File: config.mk
export PLATFORM = sky130hd
export DESIGN_NAME = one_to_two_st_demux
export DESIGN_NICKNAME = d
export VERILOG_FILES = /design/src/rtl/one_to_two_st_demux.sv
export SDC_FILE = /design/constraint.sdc
export NUM_CORES = 1
export LEC_CHECK = 0
export ABC_AREA = 0
export BUFFER_PORTS_ARGS = -buffer_cell sky130_fd_sc_hd__buf_4
export CAP_MARGIN = 20
export CELL_PAD_IN_SITES_DETAIL_PLACEMENT = 0
export CELL_PAD_IN_SITES_GLOBAL_PLACEMENT = 1
export CORE_MARGIN = 3
export CORE_UTILIZATION = 38
export DETAILED_ROUTE_END_ITERATION = 12
export GPL_TIMING_DRIVEN = 0
export HOLD_SLACK_MARGIN = 0.02
export PLACE_DENSITY_LB_ADDON = 0.1
export SETUP_SLACK_MARGIN = 0.15
export SLEW_MARGIN = 20
export SYNTH_ARGS = -nofsm -noshare
export SYNTH_HDL_FRONTEND = slang
export SYNTH_SLANG_ARGS = --single-unit
File: constraint.sdc
create_clock -name clk -period 4.4 [get_ports clk]
set_input_delay 0.66 -clock clk [delete_from_list [all_inputs] [get_ports clk]]
set_output_delay 0.66 -clock clk [all_outputs]
set_load 0.05 [all_outputs]
File: src/rtl/one_to_two_st_demux.sv
// Packet-aware 1:2 AXI4-Stream demultiplexer.
// The route is sampled from `sel` on the first beat of a packet and held until
// the tlast beat is accepted. Each output owns a single registered stage, so an
// idle output can drain under its own tready without blocking the active one.

// Protocol checker: output hold rules and a known `sel` at packet start.
module one_to_two_st_demux_chk #(
    parameter int DATA_WIDTH = 32
) (
    input logic                  clk,
    input logic                  reset,
    input logic                  is_idle,
    input logic                  sel,
    input logic                  s_axis_tvalid,
    input logic                  valid_a,
    input logic                  ready_a,
    input logic [DATA_WIDTH-1:0] data_a,
    input logic                  last_a,
    input logic                  valid_b,
    input logic                  ready_b,
    input logic [DATA_WIDTH-1:0] data_b,
    input logic                  last_b
);

    // A stalled output A must keep its beat unchanged until it is taken.
    a_hold_a : assert property (@(posedge clk) disable iff (!reset)
        (valid_a && !ready_a) |=> (valid_a && $stable(data_a) && $stable(last_a)))
        else $error("output A changed while stalled");

    // A stalled output B must keep its beat unchanged until it is taken.
    a_hold_b : assert property (@(posedge clk) disable iff (!reset)
        (valid_b && !ready_b) |=> (valid_b && $stable(data_b) && $stable(last_b)))
        else $error("output B changed while stalled");

    // The route of a new packet is undefined if sel is not a known value.
    a_sel_known : assert property (@(posedge clk) disable iff (!reset)
        (is_idle && s_axis_tvalid) |-> !$isunknown(sel))
        else $error("sel unknown at packet start");

endmodule

module one_to_two_st_demux #(
    parameter int DATA_WIDTH = 32,
    parameter int CNT_WIDTH  = 16
) (
    input  logic                  clk,
    input  logic                  reset,
    input  logic                  sel,
    input  logic [DATA_WIDTH-1:0] s_axis_tdata,
    input  logic                  s_axis_tvalid,
    output logic                  s_axis_tready,
    input  logic                  s_axis_tlast,
    output logic [DATA_WIDTH-1:0] m_axis_tdata_A,
    output logic                  m_axis_tvalid_A,
    input  logic                  m_axis_tready_A,
    output logic                  m_axis_tlast_A,
    output logic [DATA_WIDTH-1:0] m_axis_tdata_B,
    output logic                  m_axis_tvalid_B,
    input  logic                  m_axis_tready_B,
    output logic                  m_axis_tlast_B,
    output logic [CNT_WIDTH-1:0]  pkt_count_A,
    output logic [CNT_WIDTH-1:0]  pkt_count_B
);

    typedef enum logic [0:0] {
        ST_IDLE   = 1'b0,
        ST_LOCKED = 1'b1
    } state_t;

    state_t                state_r;
    logic                  route_r;

    logic                  va_r;
    logic                  la_r;
    logic [DATA_WIDTH-1:0] da_r;
    logic                  vb_r;
    logic                  lb_r;
    logic [DATA_WIDTH-1:0] db_r;

    logic [CNT_WIDTH-1:0]  cnt_a_r;
    logic [CNT_WIDTH-1:0]  cnt_b_r;

    logic                  eff_s;
    logic                  rdy_a_s;
    logic                  rdy_b_s;
    logic                  acc_s;
    logic                  load_a_s;
    logic                  load_b_s;

    // Effective route and input handshake; sel reaches tready directly while idle.
    always_comb begin
        eff_s         = (state_r == ST_IDLE) ? sel : route_r;
        rdy_a_s       = ~va_r | m_axis_tready_A;
        rdy_b_s       = ~vb_r | m_axis_tready_B;
        s_axis_tready = eff_s ? rdy_b_s : rdy_a_s;
        acc_s         = s_axis_tvalid & s_axis_tready;
        load_a_s      = acc_s & ~eff_s;
        load_b_s      = acc_s & eff_s;
    end

    // Packet framing FSM: lock the route on a multi-beat packet start, release on tlast.
    always_ff @(posedge clk) begin
        if (!reset) begin
            state_r <= ST_IDLE;
            route_r <= 1'b0;
        end else begin
            case (state_r)
                ST_IDLE: begin
                    if (acc_s && !s_axis_tlast) begin
                        state_r <= ST_LOCKED;
                        route_r <= sel;
                    end else begin
                        state_r <= ST_IDLE;
                    end
                end
                ST_LOCKED: begin
                    if (acc_s && s_axis_tlast) begin
                        state_r <= ST_IDLE;
                    end else begin
                        state_r <= ST_LOCKED;
                    end
                end
                default: begin
                    state_r <= ST_IDLE;
                    route_r <= 1'b0;
                end
            endcase
        end
    end

    // Output stage A: a load wins over a drain so back-to-back beats stay valid.
    always_ff @(posedge clk) begin
        if (!reset) begin
            va_r <= 1'b0;
            la_r <= 1'b0;
            da_r <= {DATA_WIDTH{1'b0}};
        end else if (load_a_s) begin
            va_r <= 1'b1;
            la_r <= s_axis_tlast;
            da_r <= s_axis_tdata;
        end else if (va_r && m_axis_tready_A) begin
            va_r <= 1'b0;
        end else begin
            va_r <= va_r;
        end
    end

    // Output stage B: same behaviour as stage A, driven by its own tready.
    always_ff @(posedge clk) begin
        if (!reset) begin
            vb_r <= 1'b0;
            lb_r <= 1'b0;
            db_r <= {DATA_WIDTH{1'b0}};
        end else if (load_b_s) begin
            vb_r <= 1'b1;
            lb_r <= s_axis_tlast;
            db_r <= s_axis_tdata;
        end else if (vb_r && m_axis_tready_B) begin
            vb_r <= 1'b0;
        end else begin
            vb_r <= vb_r;
        end
    end

    // Packet counters: bump when a tlast beat enters a stage; wrap on overflow.
    always_ff @(posedge clk) begin
        if (!reset) begin
            cnt_a_r <= {CNT_WIDTH{1'b0}};
            cnt_b_r <= {CNT_WIDTH{1'b0}};
        end else begin
            if (load_a_s && s_axis_tlast) begin
                cnt_a_r <= cnt_a_r + {{(CNT_WIDTH-1){1'b0}}, 1'b1};
            end
            if (load_b_s && s_axis_tlast) begin
                cnt_b_r <= cnt_b_r + {{(CNT_WIDTH-1){1'b0}}, 1'b1};
            end
        end
    end

    assign m_axis_tvalid_A = va_r;
    assign m_axis_tlast_A  = la_r;
    assign m_axis_tdata_A  = da_r;
    assign m_axis_tvalid_B = vb_r;
    assign m_axis_tlast_B  = lb_r;
    assign m_axis_tdata_B  = db_r;
    assign pkt_count_A     = cnt_a_r;
    assign pkt_count_B     = cnt_b_r;

    one_to_two_st_demux_chk #(
        .DATA_WIDTH (DATA_WIDTH)
    ) u_chk (
        .clk           (clk),
        .reset         (reset),
        .is_idle       (state_r == ST_IDLE),
        .sel           (sel),
        .s_axis_tvalid (s_axis_tvalid),
        .valid_a       (va_r),
        .ready_a       (m_axis_tready_A),
        .data_a        (da_r),
        .last_a        (la_r),
        .valid_b       (vb_r),
        .ready_b       (m_axis_tready_B),
        .data_b        (db_r),
        .last_b        (lb_r)
    );

endmodule
# Word-level counts from Yosys, hierarchy flattened
# Cells that the tools add are included.
totals:
  regBits: 102
  word_cells: 40
classes:
  n_reduce_logical: 10
  n_addsub: 2
  n_mux: 9
  n_bitwise: 9
ops:
  columns: ["cell", "n"]
  rows:
  - ["$add A16 B1 Y16 const B", 2]
  - ["$mux W1", 8]
  - ["$logic_and A1 B1 Y1", 6]
  - ["$not A1 Y1", 4]
  - ["$reduce_bool A2 Y1", 2]
  - ["$and A1 B1 Y1", 3]
  - ["$or A1 B1 Y1", 2]
  - ["$pmux W1 S2", 1]
  - ["$reduce_and A2 Y1", 1]
  - ["$logic_not A1 Y1", 1]

# Logic depth before layout (Yosys ltp)
# Gate-level depths: netlist (run 1).
logic_depth:
  ltp_word: 7
  ltp_mapped: 7
  ltp_nobuf: 5

# Least setup slack after synthesis (run 1)
# No wires, ideal clock.
synth_timing:
  kind: "input -> output"
  start: "in sel"
  end: "out s_axis_tready"
  arrival_ns: 1.649
  required_ns: 3.740
  path_slack_ns: 2.091
  stages: 3
  path_cell_list: "mux2i_2 -> nor2_1 -> nor2_1"
synth_between:
  elab_chain_len: 2
synth_lines:
  columns: ["item", "line", "text"]
  rows:
  - ["start: declaration", "48", "input logic sel,"]
  - ["$mux W1", "92", "eff_s = (state_r == ST_IDLE) ? sel : route_r;"]
  - ["$mux W1", "95", "s_axis_tready = eff_s ? rdy_b_s : rdy_a_s;"]
  - ["end: declaration", "51", "output logic s_axis_tready,"]
# Every way passes these cells.

==> results of run 1 <==
metal layers:
layer	share of wire	track usage
met1	0.42	0.226
met2	0.50	0.334
met3	0.072	0.0728
met4	0.014	0.0496
met5	0	0
report_power, final:
part,internal [mW],switching [mW]
combinational,0.110,0.250
clock,0.325,0.328
sequential,0.963,0.0237
sequential cells by signal, indices dropped and copies added, names as in the netlist, 16 cells and up, named ones only:
name and cells:
pkt_count_A 16, m_axis_tdata_A 32, pkt_count_B 16, m_axis_tdata_B 32
cell usage in the layout, fill, tap and decap left out, types with 5 or more instances in the layout:
master	n
nand2_1	142
buf_4	140
dfxtp_1	102
a21oi_1	94
clkbuf_1	28
o31ai_1	14
or4_1	13
clkbuf_8	11
nand3_1	11
o21ai_0	11
nand4_1	10
or3_1	9
nor2_1	8
inv_1	7
and3_1	5
xor2_1	5
how the worst min path moves through the flow:
stage                            start                  to  depth (start not counted)
floorplan                      route_r             route_r                          2
CTS                 m_axis_tdata_B[24]  m_axis_tdata_B[24]                          2
global route         m_axis_tdata_A[0]   m_axis_tdata_A[0]                          2
global placement    m_axis_tdata_B[14]  m_axis_tdata_B[14]                          2
finish              m_axis_tdata_A[31]  m_axis_tdata_A[31]                          2
detailed placement  m_axis_tdata_A[21]  m_axis_tdata_A[21]                          2
critical path, cell delays in order, from the launching register on:
cell,delay [ns]
dfxtp_1,0.41
mux2i_2,0.40
nor2_1,0.09
nor2_1,0.14
buf_4,0.22
cell families after synthesis:
family / after synthesis / share of synthesized area
mux: 3 / 0.00882
buf+inv: 42 / 0.0485
compound gates: 123 / 0.167
flops: 102 / 0.514
simple gates: 210 / 0.244
fa+ha+maj: 2 / 0.00630
xor+xnor: 5 / 0.0110
through the flow:
step                      hold WS (ns)   util
after floorplan                  0.454      -
after global placement           0.443  0.520
after detailed placement         0.449  0.520
after CTS                        0.464  0.542
after global routing             0.479  0.542
final                            0.461  0.542
final cells by class:
type,count,share of cell area
clock buffers,10,0.0236
flip-flops and latches,102,0.378
clock inverters,6,0.0171
repair buffers,139,0.193
multi-input cells,343,0.321
well taps,133,0.0308
inverters,8,0.00556
plain buffers,34,0.0301
==> summary.txt, run 1 <==
Setup path
  – Req. time, crit path: 3.74 ns
  – Reg2reg setup slack: 2.31 ns
  – Critical Path AT: 1.63 ns
  – Setup crit end: s_axis_tready
  – Crit-path max FO: 7
  – Critical path class: reg -> out
  – Startpoint Class: flop
  – Worst reg2reg endpoint: m_axis_tdata_A[3]
  – Crit. End Element: output pin
  – R2R cell count: 6

Route
  – Routed length per instance: 14.5 um
  – Routed wire length: 11200 um
  – 1st-pass router iterations: 4
  – Antenna-violating nets left: 0
  – DRC: 0
  – Via Count: 3908
  – Via density: 5.04
  – Initial drt markers: 135

Place
  – GPL Wtd Cong: 0.751
  – Setup WS pre-CTS: 1.98 ns
  – Dpl cell area: 0.00518 sq mm
  – Post-Place Cells: 759
  – Final HPWL DP: 8320 um
  – Input/output buffers: 139

Clock tree
  – TritonCTS clock tree: yes
  – CTS sink cnt: 102
  – Hold buffers post-CTS: 0
  – Clock buffer depth: 2
  – Clock-pin slew on the worst setup and hold paths: 0.09 ns
  – Maximum level of the CTS H-tree: 3
  – Num CTS Buffers: 9
  – Root buffer cell: clkbuf_8
  – Post-CTS Setup Inserts: 0
  – Cts repair resizes: 0
  – Clock Latency Late Sink: 0.37 ns

Min path
  – Hold Crit Class: reg -> reg

Yosys
  – Synth area leader: dfxtp_1
  – Mean Syn Cell Area: 8.15 sq um
  – Main area contributors after synthesis: dfxtp_1 51%, nand2_1 13%, a21oi_1 12%, o31ai_1 2.6%, clkbuf_1 2.6%
  – Top_reg_cell synth: dfxtp_1
  – Ys Warns: 0
  – Mapped cell area: 0.00397 sq mm
  – Post-synth EDFFs: 0
  – Distinct cell type count of the synthesized netlist: 36
  – Synth cell count leaders: 142 x nand2_1, 102 x dfxtp_1, 94 x a21oi_1, 27 x clkbuf_1, 14 x o31ai_1
  – Asr flop ratio synth: 0
  – Post-synth top area share: 0.514
  – Count leader, synth: nand2_1
  – Synth Instances: 487
  – Syn nets: 528
  – Flops & latches, synth: 102
  – Post-synthesis sequential area ratio: 0.514

Floorplanning
  – Core ar.: 0.00995 sq mm
  – DIE WIDTH: 108 um
  – Num rows: 36
  – Die area: 0.0117 sq mm
  – Top Ports: 140
  – Die Ht: 108 um
  – Initial Util: 0.399

Power
  – Leak: 2.16 nW
  – Worst vdd ir: 241 uV
  – Power Total: 2.00 mW
  – Pwr Density: 370 mW/mm^2

Finish
  – Fin area: 0.00540 sq mm
  – Layout area overhead: 36.0%
  – Layout cells sized above 1: 0.263
  – FILL cells: 984
  – Sequential standard cell area: 0.00204 sq mm
  – Non-filler cells, final: 775
  – Area of the multi-input gates: 0.00174 sq mm
  – Nets@finish: 678
  – Antenna diodes: 0

Timing
  – Worst setup margin: 2.11 ns
  – Endpoints failing setup: 0
  – Slew headroom: 0.589
  – Worst Max-Slew Pin Slew: 0.617 ns
  – Final setup TNS: 0 ns
  – RSZ-0062 raised after global routing: false
  – Worst Skew: 0.0190 ns
  – Hold Vio Cnt, Final: 0
  – Maximum clock frequency: 437 MHz
  – Min Tclk post-route: 2.29 ns
  – Period utilisation layout: 0.520
  – Slew Viols, Final: 0

Status
  – Run status: finished clean

Global route
  – First-pass GRT wire length: 18000 um
  – Largest net degree at the start of global routing: 18
  – Global route overflow: 0
  – GR Util All Layers: 0.193
  – Initial antenna violation count: 0
  – Vias in the first global route: 3695

Job
  – Max-cap violations: 0
Note: power is estimated with default switching activity, not from simulation.
==> inputs of run 2 (changes only) <==
- ABC_AREA: 0 -> 1
- CORE_UTILIZATION: 38 -> 35
- clock period: 4.4 -> 2.3 ns (I/O delays scaled with it)
==> run 2 against run 1 <==
Sequential share of layout area decreased by 2.7 points. Utilization shrank 4.6 points. Combinational power grew 100%. Critical path type unchanged. Setup slack lost 1.5 ns. Clock power rose to 2.5 times the previous value. Non-clock buffer count shrank 7. Die area rose by 16%. Synthesized area rose by 8.1%. Critical endpoint unchanged. Highest routed layer is now met5.
==> summary.txt, run 2 <==
Status
  – Run status: finished clean

Timing
  – Slew headroom: 0.574 (-0.0149)
  – Worst setup margin: 0.583 ns (-1.53 ns)
  – Worst Max-Slew Pin Slew: 0.639 ns (+0.0223 ns)
  – Worst Skew: 0.00481 ns (-0.0142 ns)
  – Period utilisation layout: 0.746
  – Final setup TNS: 0 ns (unchanged)
  – Endpoints failing setup: 0 (unchanged)
  – Slew Viols, Final: 0 (unchanged)
  – Maximum clock frequency: 582 MHz
  – RSZ-0062 raised after global routing: false
  – Min Tclk post-route: 1.72 ns
  – Hold Vio Cnt, Final: 0 (unchanged)

Place
  – GPL Wtd Cong: 0.795 (+6.0%)
  – Dpl cell area: 0.00550 sq mm (+6.1%)
  – Post-Place Cells: 868 (+14%)
  – Input/output buffers: 137 (-1.4%)
  – Final HPWL DP: 9380 um (+13%)
  – Setup WS pre-CTS: 0.589 ns (-1.39 ns)

Yosys
  – Synth area leader: dfxtp_1
  – Post-synthesis sequential area ratio: 0.476 (-0.0384)
  – Count leader, synth: nand2_1
  – Asr flop ratio synth: 0 (unchanged)
  – Flops & latches, synth: 102 (unchanged)
  – Top_reg_cell synth: dfxtp_1
  – Syn nets: 629 (+19%)
  – Mapped cell area: 0.00429 sq mm (+8.1%)
  – Post-synth top area share: 0.476 (-0.0384)
  – Synth cell count leaders: 211 x nand2_1, 102 x dfxtp_1, 73 x a21oi_1, 70 x nor2_1, 24 x inv_1
  – Post-synth EDFFs: 0 (unchanged)
  – Distinct cell type count of the synthesized netlist: 31 (-14%)
  – Synth Instances: 588 (+21%)
  – Mean Syn Cell Area: 7.30 sq um (-10%)
  – Main area contributors after synthesis: dfxtp_1 48%, nand2_1 18%, a21oi_1 8.5%, nor2_1 6.1%, nand3_1 2.4%
  – Ys Warns: 0 (unchanged)

Floorplanning
  – Top Ports: 140 (unchanged)
  – Die area: 0.0136 sq mm (+16%)
  – Core ar.: 0.0117 sq mm (+18%)
  – Initial Util: 0.366 (-0.0325)
  – Num rows: 39 (+8.3%)
  – Die Ht: 117 um (+7.9%)
  – DIE WIDTH: 117 um (+7.9%)

Route
  – DRC: 0 (unchanged)
  – Via Count: 4156 (+6.3%)
  – Routed wire length: 12400 um (+11%)
  – 1st-pass router iterations: 4 (unchanged)
  – Via density: 4.70 (-6.8%)
  – Routed length per instance: 14.1 um (-2.9%)
  – Antenna-violating nets left: 0 (unchanged)
  – Initial drt markers: 166 (+23%)

Job
  – Max-cap violations: 0 (unchanged)

Setup path
  – Crit-path max FO: 4 (-3)
  – Critical path class: reg -> out
  – Crit. End Element: output pin
  – Critical Path AT: 1.37 ns (-0.26 ns)
  – Startpoint Class: flop
  – Req. time, crit path: 1.96 ns (-1.78 ns)

Clock tree
  – Clock Latency Late Sink: 0.35 ns (-0.02 ns)
  – Num CTS Buffers: 9 (unchanged)
  – Hold buffers post-CTS: 0 (unchanged)
  – Maximum level of the CTS H-tree: 3 (unchanged)
  – TritonCTS clock tree: yes
  – Clock-pin slew on the worst setup and hold paths: 0.07 ns (-0.02 ns)
  – Post-CTS Setup Inserts: 0 (unchanged)
  – Clock buffer depth: 2 (unchanged)
  – Cts repair resizes: 0 (unchanged)
  – CTS sink cnt: 102 (unchanged)
  – Root buffer cell: clkbuf_16

Global route
  – Vias in the first global route: 3812 (+3.2%)
  – Global route overflow: 0 (unchanged)
  – Largest net degree at the start of global routing: 17 (-1)
  – GR Util All Layers: 0.183 (-0.0106)
  – First-pass GRT wire length: 19300 um (+7.1%)
  – Initial antenna violation count: 1 (+1)

Power
  – Power Total: 4.25 mW (+110%)
  – Pwr Density: 731 mW/mm^2 (+97%)
  – Leak: 2.51 nW (+16%)
  – Worst vdd ir: 385 uV (+59%)

Finish
  – Fin area: 0.00581 sq mm (+7.6%)
  – Most frequent cells in the layout: 211 x nand2_1, 140 x buf_4, 102 x dfxtp_1
  – Non-filler cells, final: 884 (+14%)
  – Nets@finish: 777 (+15%)
  – Layout cells sized above 1: 0.282 (+0.0188)
  – Commonest non-fill, non-tap cell in the layout: nand2_1
  – Layout area overhead: 35.5%
  – Antenna diodes: 0 (unchanged)

Min path
  – Hold Crit Class: in -> reg
run 2: kinds of logic after synthesis:
family,Yosys count,synth area share
fa+ha+maj,2,0.00583
simple gates,332,0.322
buf+inv,56,0.0709
compound gates,95,0.123
flops,102,0.476
xor+xnor,1,0.00204
run 2: worst paths after layout:
| check | start | endpoint | slack, ns | cells after the start |
|---|---|---|---|---|
| worst min register to register | m_axis_tdata_B[3] | m_axis_tdata_B[3] | 0.46 | 2 |
| worst max-delay path | flop | s_axis_tready | 0.58 | 5 |
| worst min-delay path | s_axis_tdata[22] | m_axis_tdata_A[22] | 0.25 | 3 |
| worst max register to register | pkt_count_B[0] | pkt_count_B[10] | 0.79 | 8 |
run 2: layout make-up:
cell class	instances	area, sq um
Fill cell	1185	5900
Sequential cell	102	2040
Multi-Input combinational cell	430	1940
Timing Repair Buffer	137	1030
Clock buffer	11	233
Buffer	29	203
Tap cell	143	179
Inverter	27	101
Clock inverter	5	82.6
run 2: stage by stage:
step | hold slack [ns] | util
after CTS | 0.238 | 0.496
final | 0.248 | 0.496
after floorplan | 0.476 | -
after detailed placement | 0.455 | 0.469
after global placement | 0.453 | 0.469
after global routing | 0.243 | 0.496
run 2: where the power goes:
group	total, mW	leakage [nW]	internal [mW]	switching (mW)
clock	1.64	0.154	0.959	0.681
combinational	0.729	1.52	0.231	0.498
sequential	1.88	0.830	1.84	0.0423
run 2: worst max-delay path: stages (launching register included):
cell     delay (ns)
dfxtp_1        0.39
inv_2          0.07
nand2_2        0.08
nand3_2        0.11
nand2_1        0.15
buf_4          0.22
run 2: per-layer routing:
| metal | share of wire | up-vias | global-route usage |
|---|---|---|---|
| li1 | - | 2168 | - |
| met1 | 0.47 | 1876 | 0.244 |
| met2 | 0.45 | 93 | 0.283 |
| met4 | 0.020 | 2 | 0.0734 |
| met3 | 0.057 | 17 | 0.0466 |
| met5 | 0.0014 | - | 0 |
